<file path="src/rtl/match_accum7.sv">
// Correlation accumulator: popcounts 7 sign-match bits per accepted word, integrates
// ACC_LEN words, then offers the signed result 2*ones - 7*ACC_LEN on a dump port.
module match_accum7 #(
    parameter int ACC_LEN   = 1023,
    parameter int ACC_WIDTH = 16,
    parameter int CNT_WIDTH = 12
) (
    input  logic                        clk,
    input  logic                        rst,
    input  logic                        start,
    input  logic                        stop,
    input  logic                        continuous,
    input  logic                        in_valid,
    output logic                        in_ready,
    input  logic [6:0]                  match,
    output logic                        dump_valid,
    input  logic                        dump_ready,
    output logic signed [ACC_WIDTH-1:0] dump_sum,
    output logic                        busy
);

    // Both ports are valid/ready: a transfer happens on a rising edge where valid and
    // ready are both high. dump_valid never depends on dump_ready; in_ready is low
    // whenever start, stop or rst is asserted so a word is never half-accepted.

    localparam int ONES_W = $clog2(7 * ACC_LEN + 1);
    localparam int SUM_W  = ONES_W + 2;
    localparam logic [SUM_W-1:0]     BIAS     = SUM_W'(7 * ACC_LEN);
    localparam logic [CNT_WIDTH-1:0] LAST_CNT = CNT_WIDTH'(ACC_LEN - 1);

    typedef enum logic [1:0] {
        IDLE  = 2'd0,
        ACCUM = 2'd1,
        DUMP  = 2'd2
    } state_t;

    state_t                state;
    logic [ONES_W-1:0]     ones_acc;
    logic [CNT_WIDTH-1:0]  word_cnt;

    logic [1:0]            s01, s23, s45;
    logic [2:0]            s0123, s456, pc;
    logic [ONES_W-1:0]     ones_next;
    logic signed [SUM_W-1:0] corr;
    logic                  accept;
    logic                  last_word;

    // Balanced adder7 tree; the final sum tops out at 7 so 3 bits suffice.
    assign s01   = {1'b0, match[0]} + {1'b0, match[1]};
    assign s23   = {1'b0, match[2]} + {1'b0, match[3]};
    assign s45   = {1'b0, match[4]} + {1'b0, match[5]};
    assign s0123 = {1'b0, s01} + {1'b0, s23};
    assign s456  = {1'b0, s45} + {2'b00, match[6]};
    assign pc    = s0123 + s456;

    assign in_ready  = (state == ACCUM) && !start && !stop && !rst;
    assign accept    = in_valid && in_ready;
    assign last_word = (word_cnt == LAST_CNT);
    assign busy      = (state != IDLE);

    // Correlation of the integration including the word being accepted now.
    assign ones_next = ones_acc + ONES_W'(pc);
    assign corr      = signed'({1'b0, ones_next, 1'b0} - BIAS);

    always_ff @(posedge clk) begin
        if (rst) begin
            state      <= IDLE;
            ones_acc   <= '0;
            word_cnt   <= '0;
            dump_valid <= 1'b0;
            dump_sum   <= '0;
        end else if (stop) begin
            state      <= IDLE;
            ones_acc   <= '0;
            word_cnt   <= '0;
            dump_valid <= 1'b0;
        end else if (start) begin
            // Restart from any state; a pending dump is discarded.
            state      <= ACCUM;
            ones_acc   <= '0;
            word_cnt   <= '0;
            dump_valid <= 1'b0;
        end else begin
            case (state)
                IDLE: begin
                    dump_valid <= 1'b0;
                end
                ACCUM: begin
                    if (accept) begin
                        if (last_word) begin
                            dump_sum   <= ACC_WIDTH'(corr);
                            dump_valid <= 1'b1;
                            ones_acc   <= '0;
                            word_cnt   <= '0;
                            state      <= DUMP;
                        end else begin
                            ones_acc <= ones_next;
                            word_cnt <= word_cnt + CNT_WIDTH'(1);
                        end
                    end
                end
                DUMP: begin
                    if (dump_ready) begin
                        dump_valid <= 1'b0;
                        state      <= continuous ? ACCUM : IDLE;
                    end
                end
                default: begin
                    state      <= IDLE;
                    dump_valid <= 1'b0;
                end
            endcase
        end
    end

endmodule

</file>
<file path="config.mk">
export PLATFORM = sky130hd
export DESIGN_NAME = match_accum7
export DESIGN_NICKNAME = d
export VERILOG_FILES = /design/src/rtl/match_accum7.sv
export SDC_FILE = /design/constraint.sdc
export NUM_CORES = 1
export LEC_CHECK = 0
export CORE_MARGIN = 2
export CORE_UTILIZATION = 45
export DETAILED_ROUTE_END_ITERATION = 16
export GPL_TIMING_DRIVEN = 0
export PLACE_DENSITY = 0.68
export SETUP_SLACK_MARGIN = 0.05
export SYNTH_ARGS = -nofsm -noshare
export SYNTH_HDL_FRONTEND = slang
export SYNTH_SLANG_ARGS = --single-unit
export TNS_END_PERCENT = 100
</file>
<file path="constraint.sdc">
create_clock -name clk -period 7.7 [get_ports clk]
set_clock_uncertainty 0.2 [all_clocks]
set_input_delay 1.155 -clock clk [delete_from_list [all_inputs] [get_ports clk]]
set_output_delay 1.155 -clock clk [all_outputs]
set_load 0.005 [all_outputs]
</file>
# == Word-level counts from Yosys, hierarchy flattened ==
# Index checks and enable logic that the tools add are counted.
# op_classes
n_mux,12
add_sub_neg,9
n_eq_ne,10
n_bitwise,3
reduce_logical,16
shift,0
mul,0
div_mod_pow,0
order_cmp,0
# op_table
op,n
subtractor 14 x 13 -> 15 bit (second input constant),1
adder 13 x 3 -> 13 bit,1
two-way mux 13 bit,1
adder 12 x 1 -> 12 bit (second input constant),1
== test 12 x 10 -> 1 bit (second input constant),1
two-way mux 12 bit,1
inequality test 3 bit (second input constant),3
inequality test 2 bit (second input constant),4
AND reduction 4 bit,2
adder 1 x 1 -> 2 bit,3
two-way mux 2 bit,3
case mux 2 bit (3 select lines),1
two-way mux 1 bit,5
AND reduction 5 bit,1
logical AND 1 bit,4
adder 2 x 1 -> 3 bit,1
adder 2 x 2 -> 3 bit,1
adder 3 bit,1
logical NOT 1 bit,3
inverter 1 bit,3
AND reduction 3 bit,1
OR reduction 3 bit,1
== test 2 x 1 -> 1 bit (second input constant),1
== test 2 bit (second input constant),1
other kinds (5),5
# word_totals
memories,0
romBits,0
out_inout_bits,19
in_bits,14
wordCells,56
latchBits,0
ramBits,0
ff_bits,43

# == Longest topological paths before layout ==
# Gate-level depths: netlist (run 1).
# logic_depth
depth_word,8
depth_mapped,15
mapped_depth_nobuf,15

# == Least setup slack after synthesis (run 1) ==
# OpenSTA, ideal clock, no wires.
# synth_path
path_kind,input to register
startpoint,in match[0]
endpoint,reg dump_sum[13]
t_required_ns,7.438
t_arrival_ns,4.840
setup_time_ns,0.062
cell_stages,15
slack_ns,2.598
path_buffers,0
path_cell_list,fa_1 > inv_1 > fa_1 > fa_1 > inv_1 > ha_1 > inv_1 > fa_1 > nand2b_1 > a21oi_1 > xor2_1 > nand4_1 > o31a_1 > or4_1 > nand3_1
# synth_between
elab_chain_cells,5
# synth_rtl
item,line_no,rtl
"start, declared",15,"input logic [6:0] match,"
adder 1 x 1 -> 2 bit,49,"assign s01 = {1'b0, match[0]} + {1'b0, match[1]};"
adder 2 x 2 -> 3 bit,52,"assign s0123 = {1'b0, s01} + {1'b0, s23};"
adder 3 bit,54,assign pc = s0123 + s456;
adder 13 x 3 -> 13 bit,62,assign ones_next = ones_acc + ONES_W'(pc);
subtractor 14 x 13 -> 15 bit,63,"assign corr = signed'({1'b0, ones_next, 1'b0} - BIAS);"
"end signal, assigned",91,dump_sum <= ACC_WIDTH'(corr);
"end, declared",18,"output logic signed [ACC_WIDTH-1:0] dump_sum,"
# Every way passes these cells.
# A chain may end at the register's enable or synchronous reset.

# == Final worst setup path (run 1) ==
# Ends and elaborated chain as after synthesis.

==> impl_metrics.csv, run 1 <==
group,metric,value,unit
place,port_buffers,31,
logic_synthesis,synth_seq_area_share,35.5,%
clock_tree,cts_buffers,5,
logic_synthesis,syn_area_per_cell,8.50,µm²
logic_synthesis,synth_cell_type_count,44,
sta,worstMarginPinSlew,0.737,ns
sta,relSlewSlack,50.3,%
logic_synthesis,netlist.area_leader.share,35.5,%
logic_synthesis,synth_area_leaders,"dfxtp_1, nor2_1, ha_1",
routing,ant_nets,0,
clock_tree,cts_hold_buf,0,
pwr,p_leak,1.06,nW
worst_setup_path,critical_path_arrival,5.65,ns
global_routing,first_global_vias,1956,
worst_hold_path,hp-class,"flip-flop to flip-flop",
global_routing,grt_pass1_wl,8640,µm
cells_and_area,antenna_cells,0,
logic_synthesis,netlist_area,0.00242,mm²
routing,met1_length,2450,µm
clock_tree,clkSinkCount,43,
logic_synthesis,yosysWarnings,0,
logic_synthesis,synth_cells,285,
routing,drt_iter0_markers,107,
floorplanning,dieArea,0.00599,mm²
sta,period_needed,5.60,ns
routing,drc,0,
logic_synthesis,netlist_top_cells_count,"nor2_1, dfxtp_1, inv_1, nand2_1, xor2_1",
logic_synthesis,synth.most_common_cell,"nor2_1",
floorplanning,die_w,77.4,µm
worst_setup_path,cp_max_fo,4,
floorplanning,io_pins,33,
global_routing,antenna_found_initial,0,
logic_synthesis,synth_nets,316,
place,place_congestion,0.808,
logic_synthesis,synth-edff-count,0,
place,dp_hpwl,3830,µm
pwr,irDropWorstVdd,84.1,µV
outcome,outcome,"completed",
worst_setup_path,worstSetupEndpointType,"flip-flop",
cells_and_area,fillers,494,
routing,dr.pass1.iters,4,
routing,top_layer,"met4",
logic_synthesis,synth_flop_cell,"dfxtp_1",
clock_tree,clock_tree.buffer_depth,2,
worst_setup_path,cp.required,7.75,ns
clock_tree,root_buffer,"clkbuf_8",
floorplanning,core_area,0.00514,mm²
global_routing,grt_overflow,0,
sta,drv_slew,0,
sta,fmax,179,MHz
global_routing,grt_max_degree,14,
sta,hold_violations,0,
routing,drt_wl_total,5100,µm
cells_and_area,synthToLayoutAreaGrowth,20.7,%
sta,fin_crit_sh,72.7,%
clock_tree,cts_tree,"built",
clock_tree,h-tree-depth,2,
sta,finalSetupViolCount,0,
sta,tns,0,ns
pwr,power.density,154,mW/mm²
floorplanning,initial_utilization,47.2,%
clock_tree,post_cts_buffers,0,
global_routing,gr-usage-all-layers,17.9,%
floorplanning,placementRows,26,
worst_setup_path,cp-start-kind,"input port",
routing,met2_length,2420,µm
logic_synthesis,ys_async_sr_fraction,0,%
logic_synthesis,synth_area_leader_cell,"dfxtp_1",
routing,drt-wirelength-per-cell,12.9,µm
clock_tree,clkLatencyLatePin,0.31,ns
sta,hold_slack,0.251,ns
cells_and_area,layout.nets,354,
flow_run,maxCapViolations,0,
sta,rsz0062_at_grt,"false",
cells_and_area,drive_gt1_share,6.79,%
clock_tree,clkTransAtPathRegs,0.09,ns
routing,wl_met3,125,µm
worst_setup_path,critPathKind,"input port to flip-flop",
routing,via_count,2048,
logic_synthesis,synth-seq-cells,43,
floorplanning,die_y,77.4,µm
routing,viasPerCell,5.20,
clock_tree,cts_resized,0,
==> registers in the layout, indices dropped and copies added (netlist names) <==
signal	count
dump_sum	15
ones_acc	13
word_cnt	12
state	2
dump_valid	1
==> layout make-up <==
cell class	count	area, µm²	area share [%]
Clock inverter	1	7.51	0.257
Sequential cell	43	861	29.4
Timing Repair Buffer	31	310	10.6
Buffer	12	55.1	1.88
Tap cell	70	87.6	2.99
Clock buffer	7	96.3	3.29
Inverter	19	71.3	2.44
Multi-Input combinational cell	211	1440	49.1
==> metal layers <==
layer  track usage, %  up-vias
li1                 -     1060
met1             22.3      945
met2             30.8       31
met3             2.91       12
met4             6.96        0
met5                0        -
==> where the power goes <==
group	total [mW]	switching [mW]	leakage, nW	internal [mW]
clock network	0.163	0.0811	0.0505	0.0816
registers	0.223	0.000139	0.346	0.222
logic	0.0663	0.0376	0.661	0.0288
==> cells by family (layout without fill, tap and decap cells) <==
group	after synthesis	after routing	share of synthesized area (%)
and+or+nand+nor	114	114	23.1
buffers and inverters	31	70	5.21
xor gates and xnor gates	29	29	11.1
AOI/OAI and AO/OA	50	50	14.7
DFF	43	43	35.5
adders and majority gates	17	17	10.0
muxes	1	1	0.413
==> worst paths after layout <==
kind | end | cells after the start | slack [ns] | startpoint
worst max-delay path | dump_sum[13] | 16 | 2.10 | match[0]
worst max register to register | dump_sum[13] | 13 | 4.06 | ones_acc[0]
worst min-delay path | dump_sum[7] | 2 | 0.25 | dump_sum[7]
worst min register to register | dump_sum[7] | 2 | 0.25 | dump_sum[7]
==> placed cells by master (no fill, tap or decap), types with 2 or more instances in the layout <==
cell	instances
nor3_1	4
ha_1	13
o31a_1	3
xnor2_1	9
nand3_1	10
nand2_1	18
and4_1	3
buf_4	2
nor2b_1	2
nand4_1	10
clkbuf_8	7
a211oi_1	9
nand2b_1	3
nor4_1	2
o21a_1	2
and3_1	2
inv_1	19
buf_2	2
xor2_1	18
fa_1	4
a21oi_1	15
xor2_2	2
nor2_1	46
nand2_2	2
and2_1	2
clkbuf_1	7
clkdlybuf4s50_1	31
a22oi_1	9
dfxtp_1	43
o21ai_0	6
nor3b_1	3
==> worst max-delay path: stages <==
cell             delay, ns
clkdlybuf4s50_1       0.44
fa_1                  0.55
inv_1                 0.05
fa_1                  0.49
fa_1                  0.40
inv_1                 0.06
ha_1                  0.16
inv_1                 0.06
fa_1                  0.39
nand2b_1              0.22
a21oi_1               0.23
xor2_1                0.40
nand4_1               0.21
o31a_1                0.33
or4_1                 0.41
nand3_1               0.08
==> metrics by stage <==
stage          power, mW  utilization (%)  setup slack, ns  area [µm²]  std cells
2_1_floorplan      0.274                -             2.60        2420        285
3_3_place_gp       0.292             54.9             1.86        2820        386
3_5_place_dp       0.294             54.9             1.78        2820        386
4_1_cts            0.456             56.9             2.08        2930        394
5_1_grt            0.473             56.9             1.81        2930        394
6_report           0.452             56.9             2.10        2930        394
Power figures use the tool's default switching activity.
==> inputs of run 2 (changes only) <==
Clock period 7.7 ns to 5.38 ns, I/O delays scaled along.
==> impl_metrics.csv, run 2 (synthesis results as in run 1) <==
group,metric,value,unit
worst_setup_path,cp_max_fo,4,
sta,hold_violations,0,
clock_tree,clkSinkCount,43,
place,place_congestion,0.808,
worst_setup_path,critPathKind,"input port to flip-flop",
pwr,irDropWorstVdd,121,µV
clock_tree,clock_tree.buffer_depth,2,
cells_and_area,fillers,484,
cells_and_area,antenna_cells,0,
place,port_buffers,31,
place,dp_cells,386,
worst_setup_path,critPathSlowestCell,"fa_1",
worst_setup_path,worst-path-buf-inv,4,
floorplanning,core_area,0.00514,mm²
clock_tree,cts_hold_buf,0,
global_routing,grt_overflow,0,
floorplanning,die_w,77.4,µm
sta,drv_slew,0,
global_routing,first_global_vias,1956,
cells_and_area,final_common_cell,"nor2_1",
sta,fmax,194,MHz
worst_setup_path,slowest_delay,0.55,ns
global_routing,grt_max_degree,14,
pwr,p_leak,1.08,nW
cells_and_area,seq_area,861,µm²
floorplanning,io_pins,33,
clock_tree,root_buffer,"clkbuf_8",
pwr,power.density,217,mW/mm²
cells_and_area,multi_input_area,0.00148,mm²
clock_tree,clkLatencyLatePin,0.31,ns
cells_and_area,drive_gt1_share,9.45,%
outcome,outcome,"completed",
clock_tree,clkTransAtPathRegs,0.09,ns
clock_tree,h-tree-depth,2,
clock_tree,cts_tree,"built",
floorplanning,initial_utilization,47.2,%
routing,drc,0,
cells_and_area,largest-register,"dump_sum",
routing,viasPerCell,5.19,
worst_setup_path,cp.required,5.43,ns
sta,fin_crit_sh,95.8,%
worst_hold_path,hp-class,"flip-flop to flip-flop",
floorplanning,dieArea,0.00599,mm²
routing,drt_iter0_markers,114,
floorplanning,die_y,77.4,µm
routing,drt-wirelength-per-cell,13.2,µm
sta,tns,0,ns
global_routing,grt_pass1_wl,8640,µm
worst_setup_path,path_cells,"clkdlybuf4s50_1 -> fa_1 -> inv_1 -> fa_1 -> fa_1 -> inv_1 -> ha_1 -> inv_1 -> fa_1 -> nand2b_4 -> a211oi_4 -> nand4_1 -> xor2_2 -> nand2b_1 -> or4_1 -> nand3_1",
sta,period_needed,5.15,ns
floorplanning,placementRows,26,
sta,finalSetupViolCount,0,
sta,worstMarginPinSlew,0.719,ns
worst_setup_path,reg2reg_slack,1.84,ns
worst_setup_path,worstSetupEndpointType,"flip-flop",
flow_run,maxCapViolations,0,
worst_setup_path,cp_top_family,"adder cells",
sta,rsz0062_at_grt,"false",
routing,drt_wl_total,5240,µm
sta,relSlewSlack,51.6,%
cells_and_area,largest_reg_flops,15,
place,dp_hpwl,3830,µm
worst_setup_path,cp-start-kind,"input port",
worst_setup_path,crit_top_cell,"fa_1",
pwr,total_power,0.651,mW
sta,hold_slack,0.251,ns
cells_and_area,synthToLayoutAreaGrowth,23.6,%
cells_and_area,layout.cells.non_filler,398,
routing,dr.pass1.iters,5,
routing,ant_nets,0,
global_routing,antenna_found_initial,0,
routing,via_count,2065,
cells_and_area,layout.nets,358,
clock_tree,cts_buffers,5,
worst_setup_path,critical_path_arrival,5.21,ns
cells_and_area,final_cell_mix,"nor2_1, dfxtp_1, clkdlybuf4s50_1, inv_1, nand2_1",
global_routing,gr-usage-all-layers,17.9,%
cells_and_area,largest_registers,"dump_sum (15), ones_acc (13), word_cnt (12)",
[run 2: cell count changes in the layout (fill, tap and decap cells not counted)]
cell	before	now
nand2b_4	0	1
a21oi_4	0	1
nand2b_1	3	2
buf_4	2	6
a21oi_1	15	14
xor2_1	18	15
xor2_2	2	5
[run 2: final timing paths]
kind | startpoint | to | cells after the start
max | match[0] | dump_sum[13] | 16
max reg2reg | ones_acc[0] | dump_sum[13] | 13
min reg2reg | dump_sum[7] | dump_sum[7] | 2
min | dump_sum[7] | dump_sum[7] | 2
[run 2: per-stage QoR]
stage	area (µm²)	utilization, %	setup slack [ns]
after detailed placement	2820	54.9	-0.194
after floorplan	2420	-	0.626
after global routing	3000	58.3	0.0235
after CTS	2930	56.9	0.108
final	3000	58.3	0.227
after global placement	2820	54.9	-0.113
[run 2: per-layer routing]
metal  GRT usage [%]  wire length [µm]
met2            30.8              2540
met3            2.91               226
met4            6.96                97
met1            22.3              2380
met5               0                 0
[run 2: power breakdown]
group / internal (mW) / switching, mW / total [mW]
clock network: 0.117 / 0.117 / 0.234
registers: 0.318 / 0.000198 / 0.319
logic: 0.0429 / 0.0550 / 0.0979
[run 2: timing repair]
item,in CTS,in global routing
hold endpoints to repair,0,0
buffers inserted,0,4
endpoints found under the setup margin,0,6
gates resized for setup,0,7
[run 2: worst min-delay path: stages (launching register included)]
cell,delay (ns)
dfxtp_1,0.32
nand2_1,0.05
a21oi_1,0.05
[run 2: cell type report]
cell class	instances	area share, %
plain buffers	12	1.84
clock buffers	7	3.22
flip-flops and latches	43	28.7
well taps	70	2.92
repair buffers	35	11.4
inverters	19	2.38
multi-input cells	211	49.3
clock inverters	1	0.251
==> inputs of run 3 (changes only) <==
Settings changed: CTS_BUF_LIST from default to sky130_fd_sc_hd__clkbuf_2.
==> impl_metrics.csv, run 3 (synthesis results as in run 1) <==
group,metric,value,unit
clock_tree,clkSinkCount,43,
worst_setup_path,worstSetupEndpointType,"flip-flop",
cells_and_area,synthToLayoutAreaGrowth,18.4,%
clock_tree,cts_tree,"built",
global_routing,first_global_vias,1962,
sta,fin_crit_sh,95.2,%
clock_tree,post_cts_buffers,0,
cells_and_area,drive_gt1_share,6.48,%
place,dp_hpwl,3830,µm
global_routing,antenna_found_initial,0,
sta,rsz0062_at_grt,"false",
sta,drv_slew,0,
cells_and_area,largest-register,"dump_sum",
place,dp_cells,386,
worst_setup_path,critPathKind,"input port to flip-flop",
sta,relSlewSlack,47.7,%
floorplanning,core_area,0.00514,mm²
worst_setup_path,r2r_start,"ones_acc[0]",
worst_hold_path,hp-start,"dump_sum[7]",
floorplanning,io_pins,33,
cells_and_area,largest_registers,"dump_sum (15), ones_acc (13), word_cnt (12)",
routing,drt_wl_total,5110,µm
routing,drt-wirelength-per-cell,13.0,µm
floorplanning,dieArea,0.00599,mm²
sta,fmax,195,MHz
routing,met2_length,2450,µm
routing,drt_iter0_markers,108,
cells_and_area,antenna_cells,0,
place,port_buffers,31,
clock_tree,root_buffer,"clkbuf_2",
routing,met1_length,2430,µm
cells_and_area,largest_reg_flops,15,
clock_tree,clkTransAtPathRegs,0.23,ns
cells_and_area,final_common_cell,"nor2_1",
floorplanning,die_w,77.4,µm
routing,wl_met3,163,µm
cells_and_area,fin_util,55.8,%
clock_tree,clkLatencyLatePin,0.41,ns
pwr,irDropWorstVdd,94.7,µV
routing,top_layer,"met4",
pwr,total_power,0.552,mW
cells_and_area,layout.cells.non_filler,394,
flow_run,maxCapViolations,0,
worst_setup_path,cp_max_fo,4,
floorplanning,placementRows,26,
floorplanning,die_y,77.4,µm
clock_tree,h-tree-depth,2,
worst_setup_path,startpoint,"match[0]",
global_routing,gr-usage-all-layers,17.9,%
sta,tns,0,ns
outcome,outcome,"completed",
global_routing,grt_max_degree,14,
sta,finalSetupViolCount,0,
sta,hold_violations,0,
worst_setup_path,cp-start-kind,"input port",
clock_tree,clock_tree.buffer_depth,2,
worst_hold_path,hp-class,"flip-flop to flip-flop",
sta,period_needed,5.12,ns
pwr,power.density,192,mW/mm²
routing,ant_nets,0,
floorplanning,initial_utilization,47.2,%
routing,viasPerCell,5.12,
global_routing,grt_overflow,0,
global_routing,grt_pass1_wl,8670,µm
place,place_congestion,0.808,
cells_and_area,final_cell_mix,"nor2_1, dfxtp_1, clkdlybuf4s50_1, inv_1, nand2_1",
routing,dr.pass1.iters,4,
routing,drc,0,
cells_and_area,layout.nets,354,
routing,via_count,2018,
clock_tree,cts_buffers,5,
sta,worstMarginPinSlew,0.776,ns
pwr,p_leak,1.03,nW
worst_setup_path,critical_path_arrival,5.29,ns
worst_setup_path,cp.required,5.54,ns
-- run 3: cell count changes in the layout (fill, tap and decap cells not counted), moves of 2 or more --
cell	before	now
buf_4	6	2
clkbuf_2	0	5
clkbuf_8	7	0
clkinv_1	0	2
xor2_1	15	17
xor2_2	5	3
-- run 3: final timing paths --
kind	endpoint	slack, ns	cells past startpoint
max	dump_sum[13]	0.26	16
max reg2reg	dump_sum[13]	1.73	13
min	dump_sum[7]	0.26	2
min reg2reg	dump_sum[7]	0.26	2
-- run 3: metrics by stage --
step / hold WS, ns / setup WS [ns] / area [µm²]
floorplan: 0.248 / 0.626 / 2420
global placement: 0.240 / -0.113 / 2820
detailed placement: 0.242 / -0.194 / 2820
CTS: 0.267 / 0.246 / 2860
global route: 0.288 / 0.0549 / 2870
finish: 0.264 / 0.257 / 2870
-- run 3: per-layer routing --
layer / vias to the layer above / track usage (%)
li1: 1060 / -
met1: 917 / 22.1
met2: 35 / 31.1
met3: 6 / 3.95
met4: 0 / 5.36
met5: - / 0
-- run 3: worst max-delay path: stages --
cell and delay [ns]:
clkdlybuf4s50_1 0.44, fa_1 0.55, inv_1 0.05, fa_1 0.49, fa_1 0.40, inv_1 0.06, ha_1 0.17, inv_1 0.06
fa_1 0.39, nand2b_1 0.22, a21oi_1 0.31, xor2_2 0.31, nand4_1 0.19, o31a_1 0.33, or4_1 0.42, nand3_1 0.08
-- run 3: area by class of cell --
type,instances,area (µm²)
Buffer,12,55.1
Clock buffer,5,25.0
Clock inverter,3,15.0
Fill cell,503,2270
Inverter,19,71.3
Multi-Input combinational cell,211,1440
Sequential cell,43,861
Tap cell,70,87.6
Timing Repair Buffer,31,310
-- run 3: timing repair --
action | CTS | global route
endpoints found under the setup margin | 0 | 2
hold buffers | 0 | 0
resized for setup | 0 | 1
-- run 3: power by group --
group	internal [mW]	switching, mW
registers	0.320	0.000199
logic	0.0412	0.0537
clock network	0.0289	0.108
total	0.390	0.162
